$ cat src/rtl/barrel_pkg.sv
// Shared definitions for the bidirectional barrel shifter pipeline.
// Optional build macro: BARREL_FLAGS_EN (adds the registered out_zero flag).
package barrel_pkg;

  // Operation selector carried alongside every word in flight.
  typedef enum logic [1:0] {
    MODE_ROT  = 2'b00,
    MODE_LSH  = 2'b01,
    MODE_ASH  = 2'b10,
    MODE_CROT = 2'b11
  } mode_e;

  // Shift-amount width, which is also the number of pipeline stages.
  // A 1-bit floor keeps port widths legal for the smallest word size.
  function automatic int shw_of(input int width);
    return (width > 1) ? $clog2(width) : 1;
  endfunction

endpackage

$ cat src/rtl/barrel_stage.sv
// One pipeline stage: conditionally shifts/rotates its word by AMT and
// registers the result together with the operation context.
// Handshake: a word moves from in_* into this stage at a rising edge when
// in_valid && in_ready; in_ready = !out_valid || out_ready, so a full stage
// can be refilled in the same cycle its word leaves downstream.
module barrel_stage
  import barrel_pkg::*;
#(
  parameter  int WIDTH = 8,
  parameter  int AMT   = 1,
  localparam int SHW   = shw_of(WIDTH)
) (
  input  logic             clk,
  input  logic             rst,
  input  logic             in_valid,
  output logic             in_ready,
  input  logic [WIDTH-1:0] in_word,
  input  logic [SHW-1:0]   in_sel,
  input  logic             in_left,
  input  logic [1:0]       in_mode,
  input  logic             in_sign,
  output logic             out_valid,
  input  logic             out_ready,
  output logic [WIDTH-1:0] out_word,
  output logic [SHW-1:0]   out_sel,
  output logic             out_left,
  output logic [1:0]       out_mode,
  output logic             out_sign,
  output logic [WIDTH-1:0] nxt_word
);

  // Which shift-amount bit this stage resolves.
  localparam int BIT = $clog2(AMT);

  logic [WIDTH-1:0] rot_l;
  logic [WIDTH-1:0] rot_r;
  logic [WIDTH-1:0] shl;
  logic [WIDTH-1:0] shr;
  logic [AMT-1:0]   fill;

  // Shift/rotate by AMT when this stage's sel bit is set; right shifts fill
  // with the captured sign in arithmetic mode, zero otherwise.
  always_comb begin
    rot_l = {in_word[WIDTH-AMT-1:0], in_word[WIDTH-1:WIDTH-AMT]};
    rot_r = {in_word[AMT-1:0], in_word[WIDTH-1:AMT]};
    fill  = (in_mode == MODE_ASH) ? {AMT{in_sign}} : '0;
    shl   = {in_word[WIDTH-AMT-1:0], {AMT{1'b0}}};
    shr   = {fill, in_word[WIDTH-1:AMT]};
    nxt_word = in_word;
    if (in_sel[BIT]) begin
      case (in_mode)
        MODE_ROT, MODE_CROT: nxt_word = in_left ? rot_l : rot_r;
        default:             nxt_word = in_left ? shl : shr;
      endcase
    end
  end

  assign in_ready = !out_valid || out_ready;

  // Stage register: advances whenever the slot is empty or being drained.
  always_ff @(posedge clk or posedge rst) begin
    if (rst) begin
      out_valid <= 1'b0;
      out_word  <= '0;
      out_sel   <= '0;
      out_left  <= 1'b0;
      out_mode  <= 2'b00;
      out_sign  <= 1'b0;
    end else if (in_ready) begin
      out_valid <= in_valid;
      if (in_valid) begin
        out_word <= nxt_word;
        out_sel  <= in_sel;
        out_left <= in_left;
        out_mode <= in_mode;
        out_sign <= in_sign;
      end
    end
  end

endmodule

$ cat src/rtl/bidir_barrel_pipe.sv
// Pipelined bidirectional barrel shifter/rotator, one shift-amount bit per
// stage, SHW stages deep, one word per cycle.
// Optional build macro: BARREL_FLAGS_EN adds out_zero, registered with out.
// Handshake: input transfer on in_valid && in_ready, output transfer on
// out_valid && out_ready, both at a rising edge; out holds while stalled.
module bidir_barrel_pipe
  import barrel_pkg::*;
#(
  parameter  int WIDTH = 8,
  localparam int SHW   = shw_of(WIDTH)
) (
  input  logic             clk,
  input  logic             rst,
  input  logic             in_valid,
  output logic             in_ready,
  input  logic [WIDTH-1:0] data,
  input  logic [SHW-1:0]   sel,
  input  logic             left,
  input  logic [1:0]       mode,
  output logic             out_valid,
  input  logic             out_ready,
`ifdef BARREL_FLAGS_EN
  output logic             out_zero,
`endif
  output logic [WIDTH-1:0] out
);

  logic             valid_q  [SHW];
  logic             ready_up [SHW];
  logic             v_in     [SHW];
  logic [WIDTH-1:0] word_q   [SHW];
  logic [WIDTH-1:0] nxt_w    [SHW];
  logic [SHW-1:0]   sel_q    [SHW];
  logic             left_q   [SHW];
  logic [1:0]       mode_q   [SHW];
  logic             sign_q   [SHW];

  generate
    for (genvar k = 0; k < SHW; k++) begin : g_stage
      logic [WIDTH-1:0] w_src;
      logic [WIDTH-1:0] w_in;
      logic [SHW-1:0]   s_in;
      logic             l_in;
      logic [1:0]       m_in;
      logic             g_in;
      logic             rdy_dn;

      if (k == 0) begin : g_first
        // Input capture: the sign is taken from the operand as it enters.
        assign v_in[k] = in_valid;
        assign w_src   = data;
        assign s_in    = sel;
        assign l_in    = left;
        assign m_in    = mode;
        assign g_in    = data[WIDTH-1];
      end else begin : g_mid
        assign v_in[k] = valid_q[k-1];
        assign w_src   = word_q[k-1];
        assign s_in    = sel_q[k-1];
        assign l_in    = left_q[k-1];
        assign m_in    = mode_q[k-1];
        assign g_in    = sign_q[k-1];
      end

      if (k == SHW - 1) begin : g_last
        // Inversion commutes with rotation, so it is applied once here.
        assign w_in   = (m_in == MODE_CROT) ? ~w_src : w_src;
        assign rdy_dn = out_ready;
        logic unused_last;
        assign unused_last = ^{sel_q[k], left_q[k], mode_q[k], sign_q[k], nxt_w[k]};
      end else begin : g_inner
        assign w_in   = w_src;
        assign rdy_dn = ready_up[k+1];
        logic unused_nxt;
        assign unused_nxt = ^nxt_w[k];
      end

      barrel_stage #(
        .WIDTH (WIDTH),
        .AMT   (1 << k)
      ) u_stage (
        .clk       (clk),
        .rst       (rst),
        .in_valid  (v_in[k]),
        .in_ready  (ready_up[k]),
        .in_word   (w_in),
        .in_sel    (s_in),
        .in_left   (l_in),
        .in_mode   (m_in),
        .in_sign   (g_in),
        .out_valid (valid_q[k]),
        .out_ready (rdy_dn),
        .out_word  (word_q[k]),
        .out_sel   (sel_q[k]),
        .out_left  (left_q[k]),
        .out_mode  (mode_q[k]),
        .out_sign  (sign_q[k]),
        .nxt_word  (nxt_w[k])
      );
    end
  endgenerate

  assign in_ready  = ready_up[0];
  assign out_valid = valid_q[SHW-1];
  assign out       = word_q[SHW-1];

`ifdef BARREL_FLAGS_EN
  logic zero_q;

  // Zero flag loads in lockstep with the last stage word.
  always_ff @(posedge clk or posedge rst) begin
    if (rst) begin
      zero_q <= 1'b0;
    end else if (ready_up[SHW-1] && v_in[SHW-1]) begin
      zero_q <= (nxt_w[SHW-1] == '0);
    end
  end

  assign out_zero = zero_q;
`endif

endmodule

$ cat config.mk
export PLATFORM = sky130hd
export DESIGN_NAME = bidir_barrel_pipe
export DESIGN_NICKNAME = d
export VERILOG_FILES = /design/src/rtl/barrel_pkg.sv /design/src/rtl/barrel_stage.sv /design/src/rtl/bidir_barrel_pipe.sv
export SDC_FILE = /design/constraint.sdc
export NUM_CORES = 1
export LEC_CHECK = 0
export ABC_AREA = 1
export ABC_CLOCK_PERIOD_IN_PS = 1500
export CAP_MARGIN = 20
export CORE_ASPECT_RATIO = 1.75
export CORE_MARGIN = 4
export CORE_UTILIZATION = 55
export DETAILED_ROUTE_END_ITERATION = 7
export GPL_TIMING_DRIVEN = 0
export PLACE_DENSITY_LB_ADDON = 0.08
export REMOVE_ABC_BUFFERS = 1
export SLEW_MARGIN = 25
export SYNTH_ARGS = -nofsm -noshare
export SYNTH_HDL_FRONTEND = slang
export SYNTH_SLANG_ARGS = --single-unit
$ cat constraint.sdc
create_clock -name clk -period 1.5 [get_ports clk]
set_input_delay 0.3 -clock clk [delete_from_list [all_inputs] [get_ports clk]]
set_output_delay 0.3 -clock clk [all_outputs]
set_load 0.02 [all_outputs]
==> results.toml, run 1 <==
[run_status]
status = "complete, no violations"

[drt]
drc = 0
vias_per_cell = 4.920
met1_length_um = 1578
route.met3.wl_um = 145
routed_wl_um = 4465
ant_nets = 0
drtIter0Drc = 38
drt_pass1_iterations = 6
route.met2.wl_um = 2646
dr_total_vias = 1968
wire_per_inst_um = 11.16
top_layer = "met4"

[final_layout]
drive_gt1_share_pct = 11.36
fin_nets = 373
final_cell_area_um2 = 2641
fin_util_pct = 67.02
syn2layout_area_growth_pct = 16.76
final_cells = 400
diodes = 0
n_fill_cell = 357

[placement]
dp_slack_ps = -356.4
place.gp.congestion = 0.7363
place_area_um2 = 2550
dp_hpwl_um = 3584
numPortBuffers = 27
dp_cells = 392

[floorplan]
die_area_um2 = 5244
die_y_um = 92.84
core_area_um2 = 3941
io_pins = 28
start_util_pct = 57.40
rows = 30
dieWidth_um = 56.48

[sta]
max_freq_mhz = 700.7
slew_violations = 0
tns_ps = 0
fin_crit_sh_pct = 95.15
fin_worst_skew_ps = 3.890
worst_pin_slew_ps = 385.5
setup_viol = 0
fin_crit_ps = 1427
rsz0062_at_grt = "no"
hold_slack_ps = 261.3
timing.slew.headroom_pct = 74.22
setup_slack_ps = 72.79
hold_viol_final = 0

[worst_setup_path]
critPathLaunchType = "input port"
worstSetupPathType = "input port to primary output"
worstPathArrival_ps = 1130
ff2ff_path_depth = 8
max_stage_delay_ps = 390
rr_startpoint = "g_stage[1].u_stage.out_mode[0]"
critPathBufInv = 3
cpMaxStageDelayCell = "clkdlybuf4s50_1"
rrSetupSlack_ps = 130
worstPathCellList = "clkdlybuf4s50_1 > inv_1 > nand4_4 > buf_2"
crit_fanout = 3
crit_required_ps = 1200
end_kind = "primary output"
crit_family = "buffers and inverters"
rr_endpoint = "g_stage[2].u_stage.out_word[0]"

[power_and_ir_drop]
cellLeakagePower_nw = 1.462
vdd_drop_max_mv = 0.9594
total_power_mw = 3.945
p_per_area_nw_per_um2 = 1494

[synth]
ys.flop_type = "dfrtp_1"
syn_inst = 325
ys_types = 20
synth_edf_count = 0
async_flop_share_pct = 100.0
seq_area_frac_synth_pct = 42.04
syn_avg_cell_area_um2 = 6.961
synth.top_cell.area_share_pct = 42.04
synth_top_area_cell = "dfrtp_1"
synth_most_common_cell = "nand2_1"
netlist_top_cells_count = "nand2_1, inv_1, dfrtp_1"
synth_area_leaders = "dfrtp_1, nand2_1, inv_1"
ys_ff_latch = 38
synthesis.area_um2 = 2262
yosysWarnings = 0

[cts]
cts_root_buffer = "clkbuf_8"
clkLatencyLatePin_ps = 290
cts_setup_buffers = 0
cts_tree = "built"
clk_path_buf_depth = 2
cts_sinks = 38
clkTransAtPathRegs_ps = 80
htreeDepth = 2
cts_buffers = 5

[min_path]
hp-class = "input port to async pin"

[global_route]
grt.overflow.total = 0
grt_max_degree = 29
grt_pass1_wl_um = 7741
grt_antenna_before_repair = 0
grt_pass1_vias = 1879
grt_usage_pct = 18.52

[job]
cap_violations = 0
## registers in the layout (all words and copies together) (netlist names)
register                   flops
g_stage.u_stage.out_mode       4
g_stage.u_stage.out_left       2
g_stage.u_stage.out_valid      3
g_stage.u_stage.out_sign       2
g_stage.u_stage.out_sel        3
g_stage.u_stage.out_word      24
## worst reg2reg max path, delay by kind of cell, from the launching register on
kind / cells / cell delay, ps
AO/OA/AOI/OAI: 1 / 230
adder cells (fa/ha/maj): 1 / 310
buffers and inverters: 2 / 120
flip-flops: 1 / 380
AND/OR/NAND/NOR: 4 / 270
## power by group
| part | switching (mW) | total (mW) | leakage [nW] | internal (mW) |
|---|---|---|---|---|
| sequential | 0.245 | 1.59 | 0.468 | 1.34 |
| clock | 0.378 | 0.704 | 0.0441 | 0.326 |
| combinational | 1.04 | 1.65 | 0.949 | 0.614 |
## logic make-up (layout without fill, tap and decap cells)
kind of cell / after synthesis / count (layout) / share of synthesized area, %
simple gates: 197 / 197 / 36.78
fa+ha+maj: 4 / 4 / 2.212
compound gates: 30 / 30 / 8.296
flops: 38 / 38 / 42.04
buf+inv: 56 / 83 / 10.67
## how the worst max path moves through the flow
stage	start	endpoint	slack, ps	cells past startpoint
2_1_floorplan	g_stage[1].u_stage.out_mode[0]	g_stage[2].u_stage.out_word[6]	260	7
3_3_place_gp	rst	g_stage[0].u_stage.out_word[2]	-460	2
3_5_place_dp	out_ready	in_ready	-360	4
4_1_cts	g_stage[1].u_stage.out_mode[1]	g_stage[2].u_stage.out_word[6]	30	8
5_1_grt	g_stage[0].u_stage.out_mode[0]	g_stage[1].u_stage.out_word[7]	0.2	7
6_report	out_ready	in_ready	70	4
## what timing repair did
action | in CTS | in global routing
gates resized for setup | 13 | 6
hold buffers | 0 | 0
endpoints found under the setup margin | 10 | 14
## cell type report
class | count | area, um2 | area share [%]
multi-input cells | 231 | 1082 | 40.98
flip-flops and latches | 38 | 952.2 | 36.05
repair buffers | 28 | 274.0 | 10.37
inverters | 47 | 182.7 | 6.916
clock buffers | 5 | 68.82 | 2.605
well taps | 48 | 60.06 | 2.274
clock inverters | 3 | 21.27 | 0.8053
## per-layer routing
layer	up-vias	global-route usage, %
met4	0	7.525
met3	11	3.208
li1	1052	-
met1	872	15.43
met2	33	39.48
met5	-	0
## cells in the final DEF, fill, tap and decap left out, types with 2 or more instances in the layout
cell | Yosys | routed
nand2_1 | 145 | 145
clkdlybuf4s50_1 | 0 | 17
nor2_1 | 11 | 10
dlygate4sd2_1 | 0 | 9
dfrtp_1 | 38 | 37
nand2_2 | 5 | 5
o21ai_2 | 10 | 10
a21oi_2 | 0 | 2
clkinvlp_4 | 0 | 2
inv_2 | 3 | 4
inv_1 | 42 | 41
ha_1 | 4 | 3
o21ai_0 | 15 | 15
a21oi_1 | 5 | 3
nand3_1 | 31 | 31
clkbuf_8 | 0 | 5
nand2_4 | 2 | 2
(Power assumes the default switching activity.)
==> run 2, diff against run 1 <==
Settings changed: GPL_ROUTABILITY_DRIVEN from default to 0, HOLD_SLACK_MARGIN from default to 0.05.
==> results of run 2 <==
Final layout, timing and power as in run 1 (identical DEF).
